[src/rtl/tank_cmd_decoder_if.sv]
// tank_cmd_decoder_if: keycode in, debounced movement and fire controls out.
//   master : the keycode source / downstream consumer side (drives keycode)
//   slave  : the decoder side (drives move_code, move_valid, fire_pulse,
//            fire_busy, frame_tick)
interface tank_cmd_decoder_if;
  localparam int unsigned KEY_W = 16;

  logic [KEY_W-1:0] keycode;     // two key slots: [7:0] slot 0, [15:8] slot 1
  logic [KEY_W-1:0] move_code;   // debounced canonical movement keycode
  logic             move_valid;  // move_code is nonzero
  logic             fire_pulse;  // one-cycle shot request
  logic             fire_busy;   // fire logic not ready for a new shot
  logic             frame_tick;  // one-cycle strobe per frame_clk rising edge

  modport master (
    output keycode,
    input  move_code,
    input  move_valid,
    input  fire_pulse,
    input  fire_busy,
    input  frame_tick
  );

  modport slave (
    input  keycode,
    output move_code,
    output move_valid,
    output fire_pulse,
    output fire_busy,
    output frame_tick
  );
endinterface

[src/rtl/tank_cmd_decoder.sv]
// tank_cmd_decoder: per-frame keycode conditioner for the tank motion block.
// Samples the USB keycode once per video frame, debounces W/A/S/D into one
// canonical movement code and turns the space key into a rate-limited
// single-cycle fire strobe.
//
// Ports:
//   Clk        system clock, all state on its rising edge
//   Reset      synchronous, active-high reset
//   frame_clk  vsync-rate frame signal, treated as asynchronous data
//   bus        tank_cmd_decoder_if.slave (keycode in; move_code, move_valid,
//              fire_pulse, fire_busy, frame_tick out, all registered)
//
// Parameters:
//   STABLE_FRAMES    frames a decoded move must persist (1..15)
//   COOLDOWN_FRAMES  frames of fire inhibit after a shot (0..255)
//
// Build option: define AUTOFIRE_EN to let a held space key refire every
// COOLDOWN_FRAMES+1 frames; otherwise space must be released between shots.
module tank_cmd_decoder #(
  parameter int unsigned STABLE_FRAMES   = 2,
  parameter int unsigned COOLDOWN_FRAMES = 30
) (
  input  logic                 Clk,
  input  logic                 Reset,
  input  logic                 frame_clk,
  tank_cmd_decoder_if.slave    bus
);

  localparam int unsigned KEY_W  = 16;
  localparam int unsigned SLOT_W = 8;
  localparam int unsigned CNT_W  = 8;
  localparam int unsigned STB_W  = 4;

  localparam logic [STB_W-1:0] STABLE_THR    = STB_W'(STABLE_FRAMES);
  localparam logic [CNT_W-1:0] COOLDOWN_INIT = CNT_W'(COOLDOWN_FRAMES);

  localparam logic [SLOT_W-1:0] KEY_W_UP    = 8'h1A;
  localparam logic [SLOT_W-1:0] KEY_A_LEFT  = 8'h04;
  localparam logic [SLOT_W-1:0] KEY_S_DOWN  = 8'h16;
  localparam logic [SLOT_W-1:0] KEY_D_RIGHT = 8'h07;
  localparam logic [SLOT_W-1:0] KEY_SPACE   = 8'h2C;

  typedef enum logic [1:0] {
    READY        = 2'd0,
    COOLDOWN     = 2'd1,
    WAIT_RELEASE = 2'd2
  } fire_state_t;

  // State entered when the cooldown runs out (or immediately for a zero cooldown)
`ifdef AUTOFIRE_EN
  localparam fire_state_t EXPIRE_STATE = READY;
`else
  localparam fire_state_t EXPIRE_STATE = WAIT_RELEASE;
`endif
  localparam logic EXPIRE_BUSY = (EXPIRE_STATE != READY);

  // Frame edge detect; all three flops reset high so only a real 0->1 ticks
  logic sync1_q, sync2_q, hist_q, tick_q;

  logic [KEY_W-1:0] cand_q, move_q;
  logic [STB_W-1:0] stable_cnt_q;
  logic             move_valid_q;

  fire_state_t      fire_state_q;
  logic [CNT_W-1:0] cooldown_q;
  logic             fire_pulse_q, fire_busy_q;

  logic [SLOT_W-1:0] slot0_c, slot1_c;
  logic [KEY_W-1:0]  decoded_c, cand_nxt_c;
  logic [STB_W-1:0]  stable_cnt_nxt_c;
  logic              fire_det_c;

  function automatic logic is_move_key(input logic [SLOT_W-1:0] k);
    return (k == KEY_W_UP) || (k == KEY_A_LEFT) ||
           (k == KEY_S_DOWN) || (k == KEY_D_RIGHT);
  endfunction

  // Keycode decode and debounce next-state; only consumed on tick cycles
  always_comb begin
    slot0_c          = bus.keycode[SLOT_W-1:0];
    slot1_c          = bus.keycode[KEY_W-1:SLOT_W];
    decoded_c        = '0;
    cand_nxt_c       = cand_q;
    stable_cnt_nxt_c = stable_cnt_q;

    // Slot 0 has priority over slot 1
    if (is_move_key(slot0_c)) begin
      decoded_c = KEY_W'(slot0_c);
    end else if (is_move_key(slot1_c)) begin
      decoded_c = KEY_W'(slot1_c);
    end

    fire_det_c = (slot0_c == KEY_SPACE) || (slot1_c == KEY_SPACE);

    if (decoded_c == cand_q) begin
      if (stable_cnt_q != '1) begin
        stable_cnt_nxt_c = stable_cnt_q + STB_W'(1);
      end
    end else begin
      cand_nxt_c       = decoded_c;
      stable_cnt_nxt_c = STB_W'(1);
    end
  end

  // Frame sync, debounce and fire FSM
  always_ff @(posedge Clk) begin
    if (Reset) begin
      sync1_q      <= 1'b1;
      sync2_q      <= 1'b1;
      hist_q       <= 1'b1;
      tick_q       <= 1'b0;
      cand_q       <= '0;
      stable_cnt_q <= '0;
      move_q       <= '0;
      move_valid_q <= 1'b0;
      fire_state_q <= READY;
      cooldown_q   <= '0;
      fire_pulse_q <= 1'b0;
      fire_busy_q  <= 1'b0;
    end else begin
      sync1_q      <= frame_clk;
      sync2_q      <= sync1_q;
      hist_q       <= sync2_q;
      tick_q       <= sync2_q & ~hist_q;
      fire_pulse_q <= 1'b0;

      // Keycode is consumed only on the edge that closes the tick cycle
      if (tick_q) begin
        cand_q       <= cand_nxt_c;
        stable_cnt_q <= stable_cnt_nxt_c;
        if (stable_cnt_nxt_c >= STABLE_THR) begin
          move_q       <= cand_nxt_c;
          move_valid_q <= (cand_nxt_c != '0);
        end

        unique case (fire_state_q)
          READY: begin
            if (fire_det_c) begin
              fire_pulse_q <= 1'b1;
              cooldown_q   <= COOLDOWN_INIT;
              if (COOLDOWN_INIT == '0) begin
                fire_state_q <= EXPIRE_STATE;
                fire_busy_q  <= EXPIRE_BUSY;
              end else begin
                fire_state_q <= COOLDOWN;
                fire_busy_q  <= 1'b1;
              end
            end
          end
          COOLDOWN: begin
            // Counter only lives here with a value >= 1; guard keeps it off 0-1
            if (cooldown_q <= CNT_W'(1)) begin
              cooldown_q   <= '0;
              fire_state_q <= EXPIRE_STATE;
              fire_busy_q  <= EXPIRE_BUSY;
            end else begin
              cooldown_q <= cooldown_q - CNT_W'(1);
            end
          end
          WAIT_RELEASE: begin
            if (!fire_det_c) begin
              fire_state_q <= READY;
              fire_busy_q  <= 1'b0;
            end
          end
          default: begin
            fire_state_q <= READY;
            fire_busy_q  <= 1'b0;
          end
        endcase
      end
    end
  end

  assign bus.frame_tick = tick_q;
  assign bus.move_code  = move_q;
  assign bus.move_valid = move_valid_q;
  assign bus.fire_pulse = fire_pulse_q;
  assign bus.fire_busy  = fire_busy_q;

endmodule

[src/flat_wrapper.sv]
// flat-port wrapper written by rule: the top's interface ports become plain ports
module tank_cmd_decoder_flat 
#(
  parameter int unsigned STABLE_FRAMES   = 2,
  parameter int unsigned COOLDOWN_FRAMES = 30
)
  (Clk, Reset, frame_clk, bus_keycode, bus_move_code, bus_move_valid, bus_fire_pulse, bus_fire_busy, bus_frame_tick);
  tank_cmd_decoder_if bus_i ();
  input  logic Clk;
  input  logic Reset;
  input  logic frame_clk;
  input wire logic [$bits(bus_i.keycode)-1:0] bus_keycode;
  output wire logic [$bits(bus_i.move_code)-1:0] bus_move_code;
  output wire logic [$bits(bus_i.move_valid)-1:0] bus_move_valid;
  output wire logic [$bits(bus_i.fire_pulse)-1:0] bus_fire_pulse;
  output wire logic [$bits(bus_i.fire_busy)-1:0] bus_fire_busy;
  output wire logic [$bits(bus_i.frame_tick)-1:0] bus_frame_tick;
  assign bus_i.keycode = bus_keycode;
  assign bus_move_code = bus_i.move_code;
  assign bus_move_valid = bus_i.move_valid;
  assign bus_fire_pulse = bus_i.fire_pulse;
  assign bus_fire_busy = bus_i.fire_busy;
  assign bus_frame_tick = bus_i.frame_tick;
  tank_cmd_decoder #(.STABLE_FRAMES(STABLE_FRAMES), .COOLDOWN_FRAMES(COOLDOWN_FRAMES)) u_core (.Clk(Clk), .Reset(Reset), .frame_clk(frame_clk), .bus(bus_i));
endmodule
[config.mk]
export PLATFORM = sky130hd
export DESIGN_NAME = tank_cmd_decoder_flat
export DESIGN_NICKNAME = d
export VERILOG_FILES = /design/src/rtl/tank_cmd_decoder_if.sv /design/src/rtl/tank_cmd_decoder.sv /design/src/flat_wrapper.sv
export SDC_FILE = /design/constraint.sdc
export NUM_CORES = 1
export LEC_CHECK = 0
export CAP_MARGIN = 20
export CORE_MARGIN = 3
export CORE_UTILIZATION = 57
export DETAILED_ROUTE_END_ITERATION = 10
export PLACE_DENSITY = 0.88
export SYNTH_ARGS = -nofsm -noshare
export SYNTH_HDL_FRONTEND = slang
export SYNTH_SLANG_ARGS = --single-unit
[constraint.sdc]
create_clock -name Clk -period 10.19 [get_ports Clk]
set_input_delay 2.038 -clock Clk [delete_from_list [all_inputs] [get_ports Clk]]
set_output_delay 2.038 -clock Clk [all_outputs]
set_load 0.02 [all_outputs]
==> out/metrics.cfg, run 1 <==
[run_status]
status=complete, no violations

[power_and_ir_drop]
p_sw_frac=0.214
peakVddDrop_v=0.000121
pwr-share-comb=0.061
seqPwrFrac=0.560
p_clk_frac=0.379
p_leak_nw=0.989
internal_power_mw=0.292
switching_power_mw=0.0798
powerDensity_nw_per_um2=128

[timing]
fmax_mhz=188
setup_tns_ps=0
period_share=0.522
slew_headroom=0.491
layout_min_cycle_time_ps=5320
finClkSkew_ps=4.34
worst_slew_pin_slew_ps=759
slew_viol_final=0
setup_slack_ps=4870
hold_violations=0
grt_setup_unrepaired=false
setup_viol_count_final=0

[routing]
via_per_inst=5.87
ant_nets=0
first_pass_iters=4
vias=2031
drcViolationCount=0
wl_per_cell_um=14.5
wl_mm=5.01
first_iter_violations=135

[synth]
yosys.area_share.adder=0.0157
synth_edf_count=0
avgSynthCellArea_sq_um=9.14
yosysWarningCount=0
synth-xor-area-share=0.0440
synth-simple-area-share=0.298
ys.flop_type=dfxtp_1
synth_area_sq_um=2390
yosys.area.top_type_share=0.445
ys_types=45
synth_top_family_by_area=simple AND/OR/NAND/NOR gates
async_flop_share=0
synthTopCellsByArea=dfxtp_1 (44%), nor3b_1 (7.6%), a21oi_1 (2.9%), mux2i_1 (2.9%), nand3_1 (2.7%)
synth_top_area_cell=dfxtp_1
syn-num-nets=283
netlist_instances=261
synth_seq_area_share=0.445
synth_compound_area_frac=0.131
synth_seq_cells=53
synth_mux_area_frac=0.0294

[clock_network]
hold_buffers=0
cts-root-buf=clkbuf_8
cts.sinks=53
cts_resized=0
post_cts_buffers=0
insertion_delay_ps=310
cts_tree=done
numCtsBuffers=5
clk_path_buf_depth=2
htreeDepth=2
clkSlewWorstSetupHoldPaths_ps=90

[worst_hold_path]
min_path_type=reg -> reg

[final_layout]
drive_above_1_share=0.0570
regArea_sq_um=1060
multi_input_area_sq_um=1240
nNetsFinal=319
layout_common_cells=dfxtp_1 (53), clkdlybuf4s50_1 (38), nor3b_1 (24)
fill_cells=296
final_common_cell=dfxtp_1
syn_to_final_growth_pct=21.7
design_area_sq_um=2900
diodes=0
fin_util=0.753

[global_routing]
grt_pass1_vias=1951
grt_usage=0.205
grt_max_degree=46
antenna_found_initial=0
overflow=0
grt_pass1_wl_mm=8.42

[die]
coreArea_sq_um=3850
dieHeight_um=70.7
die-area_sq_um=5000
boundaryPins=39
die_x_um=70.7
start_util=0.619
rows=22

[critical_path]
crit_chain=clkdlybuf4s50_1, or4b_4, a311oi_4, mux2i_1, xor2_1, or4_1, nor3_4, mux2i_1
critPathMaxFanout=16
critPathKind=in -> reg
end_kind=register
worstPathArrival_ps=5560
critical_path.max_stage_delay_ps=690
crit_path_top_delay_cell=or4_1
required_ps=10430
critPathLaunchType=input pin
path_common_cell=mux2i_1

[flow_run]
maxCapViolCount=0

[placed_design]
gp_congestion=0.812
dpl-instance-area_sq_um=2780
port-buffer-count=38
dp_hpwl_mm=3.50
post-place-ws_ps=4570

-- per-stage QoR --
stage	total power, mW	instances	hold slack, ps
after detailed placement	0.236	337	381
after CTS	0.374	345	403
after global routing	0.385	346	419
final	0.372	346	398
after global placement	0.235	337	376
after floorplan	0.225	261	372
-- synthesized netlist by cell type (6+ instances only) --
cell type,number
a21oi_1,14
nand2_1,16
nor3b_1,24
nor2_1,16
nand3_1,13
dfxtp_1,53
a211oi_1,7
clkbuf_1,9
nor3_1,12
inv_1,10
mux2i_1,7
xnor2_1,7
a31oi_1,6
-- worst paths after layout --
kind	from	to	slack (ps)	cells after the start
worst min-delay path	u_core.hist_q	u_core.bus.frame_tick	400	1
worst max register to register	u_core.cand_q[15]	u_core.bus.move_code[3]	7750	5
worst min register to register	u_core.hist_q	u_core.bus.frame_tick	400	1
worst max-delay path	bus_keycode[0]	u_core.bus.move_code[3]	4870	8
-- worst max-delay path: cells and delay by family --
family                 cells  cell delay, ps
XOR/XNOR                   1             130
multiplexers               2             560
AO/OA/AOI/OAI              1             420
buffers and inverters      1             500
AND/OR/NAND/NOR            3            1890
-- kinds of logic (layout without fill, tap and decap cells) --
| family | after synthesis | count (layout) |
|---|---|---|
| compound gates | 46 | 46 |
| xor+xnor | 12 | 12 |
| fa+ha+maj | 3 | 3 |
| buf+inv | 21 | 58 |
| flops | 53 | 53 |
| mux | 7 | 7 |
| simple gates | 119 | 119 |
-- per-layer routing --
metal	up-vias	global-route usage	wire length, um
met2	49	0.343	2390
met5	-	0	0
li1	1022	-	-
met1	949	0.255	2320
met4	0	0.0814	91
met3	11	0.0455	212
-- final cells by class --
class	instances	area share
inverter	10	0.0129
sequential	53	0.366
timing repair buffer	40	0.136
tap	48	0.0207
clock buffer	6	0.0250
clock inverter	2	0.0134
multi-input combinational	187	0.426
-- power groups by stage --
stage | Sequential (mW) | Clock [mW] | Combinational (mW)
6_report | 0.208 | 0.141 | 0.0229
3_3_place_gp | 0.213 | 0 | 0.0223
3_5_place_dp | 0.213 | 0 | 0.0226
2_1_floorplan | 0.213 | 0 | 0.0117
5_1_grt | 0.209 | 0.151 | 0.0251
4_1_cts | 0.208 | 0.143 | 0.0228
-- registers in the layout (all words and copies together) (netlist names) --
register and flops:
u_core.sync2_q 1, u_core.fire_state_q 2, u_core.cooldown_q 8, u_core.bus.fire_pulse 1, u_core.cand_q 16, u_core.stable_cnt_q 4, u_core.bus.frame_tick 1, u_core.bus.move_valid 1
u_core.bus.fire_busy 1, u_core.sync1_q 1, u_core.hist_q 1, u_core.bus.move_code 16
(Power assumes the default switching activity.)
==> run 2, diff against run 1 <==
CORE_UTILIZATION = 47   (was 57)
PLACE_DENSITY = 0.78   (was 0.88)
clock period = 4.26 ns   (was 10.19 ns; I/O delays follow)
==> out/metrics.cfg, run 2 (synthesis gave the netlist of run 1 again) <==
[timing]
period_share=0.890
slew_headroom=0.644  ; +0.153
holdWs_ps=396  ; -2.04 ps
layout_min_cycle_time_ps=3790
setup_tns_ps=0  ; unchanged
slew_viol_final=0  ; unchanged
worst_slew_pin_slew_ps=533  ; -226 ps
grt_setup_unrepaired=false
hold_violations=0  ; unchanged
fmax_mhz=264
setup_slack_ps=470  ; -4400 ps
finClkSkew_ps=8.11  ; +3.77 ps
setup_viol_count_final=0  ; unchanged

[die]
coreArea_sq_um=4820  ; +25%
rows=25  ; +14%
die_x_um=77.3  ; +9.3%
die-area_sq_um=5970  ; +19%
start_util=0.495  ; -0.124
boundaryPins=39  ; unchanged
dieHeight_um=77.3  ; +9.3%

[power_and_ir_drop]
internal_power_mw=0.660  ; +130%
p_clk_frac=0.351  ; -0.028
powerDensity_nw_per_um2=288  ; +120%
switching_power_mw=0.196  ; +150%
pwr-share-comb=0.066  ; +0.005
seqPwrFrac=0.583  ; +0.023
peakVddDrop_v=0.000241  ; +99%
p_leak_nw=1.02  ; +3.3%
fin_total_pwr_mw=0.855  ; +130%
p_sw_frac=0.229  ; +0.0143

[placed_design]
post-place-ws_ps=132  ; -4440 ps
dp_hpwl_mm=3.61  ; +3.2%
gp_congestion=0.829  ; +2.0%
dpl-instance-area_sq_um=2870  ; +3.0%
port-buffer-count=38  ; unchanged
place_inst=364  ; +8.0%

[critical_path]
critPathKind=in -> reg
crit_start=bus_keycode[1]
r2r-start=u_core.bus.frame_tick
rr_worst_depth=7  ; +2
critical_path.max_stage_delay_ps=690  ; about the same
path_common_cell=mux2i_1
crit_chain=clkdlybuf4s50_1, or4b_4, a311oi_4, mux2i_1, xor2_1, or4_1, nor3_4, buf_4, mux2i_1
worst-path-buf-inv=2  ; +1
critPathLaunchType=input pin
end_kind=register
critPathTopFamily=simple AND/OR/NAND/NOR gates
timing.rr.end=u_core.bus.move_code[3]
critPathMaxFanout=6  ; -10
crit_path_top_delay_cell=or4_1
rrSetupSlack_ps=2110  ; -5640 ps
worstPathArrival_ps=4020  ; -1540 ps
required_ps=4490  ; -5940 ps

[clock_network]
clk_path_buf_depth=2  ; unchanged
htreeDepth=2  ; unchanged
hold_buffers=0  ; unchanged
insertion_delay_ps=310  ; about the same
cts.sinks=53  ; unchanged
clkSlewWorstSetupHoldPaths_ps=90  ; about the same
post_cts_buffers=0  ; unchanged
cts_resized=0  ; unchanged
cts_tree=done
numCtsBuffers=5  ; unchanged
cts-root-buf=clkbuf_8

[routing]
ant_nets=0  ; unchanged
vias=2031  ; unchanged
first_iter_violations=86  ; -36%
wl_per_cell_um=13.0  ; -10%
drcViolationCount=0  ; unchanged
first_pass_iters=5  ; +1
via_per_inst=5.46  ; -7.0%
wl_mm=4.85  ; -3.3%

[global_routing]
grt_max_degree=32  ; -30%
overflow=0  ; unchanged
antenna_found_initial=0  ; unchanged
grt_usage=0.175  ; -0.0292
grt_pass1_wl_mm=8.60  ; +2.1%
grt_pass1_vias=1944  ; -0.36%

[worst_hold_path]
min_to=u_core.bus.frame_tick
hold_start=u_core.hist_q
min_path_type=reg -> reg
hold_depth=1  ; unchanged

[final_layout]
diodes=0  ; unchanged
multi_input_area_sq_um=1240  ; unchanged
nNetsFinal=326  ; +2.2%
layout_common_cells=dfxtp_1 (53), clkdlybuf4s50_1 (38), nor3b_1 (24)
fin_util=0.616  ; -0.137
design_area_sq_um=2970  ; +2.2%
fin_cells=372  ; +7.5%
regArea_sq_um=1060  ; unchanged
syn_to_final_growth_pct=24.4
final_common_cell=dfxtp_1
drive_above_1_share=0.0820  ; +0.0249
fill_cells=433  ; +46%

[flow_run]
maxCapViolCount=0  ; unchanged

[run_status]
status=complete, no violations

==> run 2: changes by cell type in the layout (fill, tap and decap cells not counted) <==
cell,delta
clkbuf_1,-1
clkbuf_8,+1
buf_4,+7
bufinv_16,-1
inv_6,+1
==> run 2: worst max-delay path by stage <==
stage | endpoint | slack (ps) | cells past startpoint
3_5_place_dp | u_core.bus.move_code[3] | 130 | 9
2_1_floorplan | u_core.bus.move_code[10] | 760 | 9
3_3_place_gp | u_core.bus.move_code[6] | 270 | 9
6_report | u_core.bus.move_code[3] | 470 | 9
5_1_grt | u_core.bus.move_code[3] | 310 | 9
4_1_cts | u_core.bus.move_code[3] | 480 | 9
==> run 2: cell type report <==
type / count / area share
clock buffer: 6 / 0.0278
clock inverter: 2 / 0.00590
timing repair buffer: 47 / 0.151
multi-input combinational: 187 / 0.417
tap: 67 / 0.0282
inverter: 10 / 0.0126
sequential: 53 / 0.358
==> run 2: power groups by stage <==
stage / combinational, mW / clock [mW] / sequential, mW
after floorplan: 0.0279 / 0 / 0.510
after global placement: 0.0558 / 0 / 0.510
after detailed placement: 0.0565 / 0 / 0.510
after CTS: 0.0567 / 0.311 / 0.499
after global routing: 0.0619 / 0.337 / 0.499
final: 0.0566 / 0.300 / 0.498
==> run 2: layer usage <==
| layer | wire length (um) | vias up | share of wire | global-route usage |
|---|---|---|---|---|
| li1 | - | 1033 | - | - |
| met1 | 2310 | 956 | 0.48 | 0.227 |
| met2 | 2300 | 34 | 0.47 | 0.286 |
| met3 | 172 | 8 | 0.035 | 0.0387 |
| met4 | 70 | 0 | 0.014 | 0.0641 |
| met5 | 0 | - | 0 | 0 |
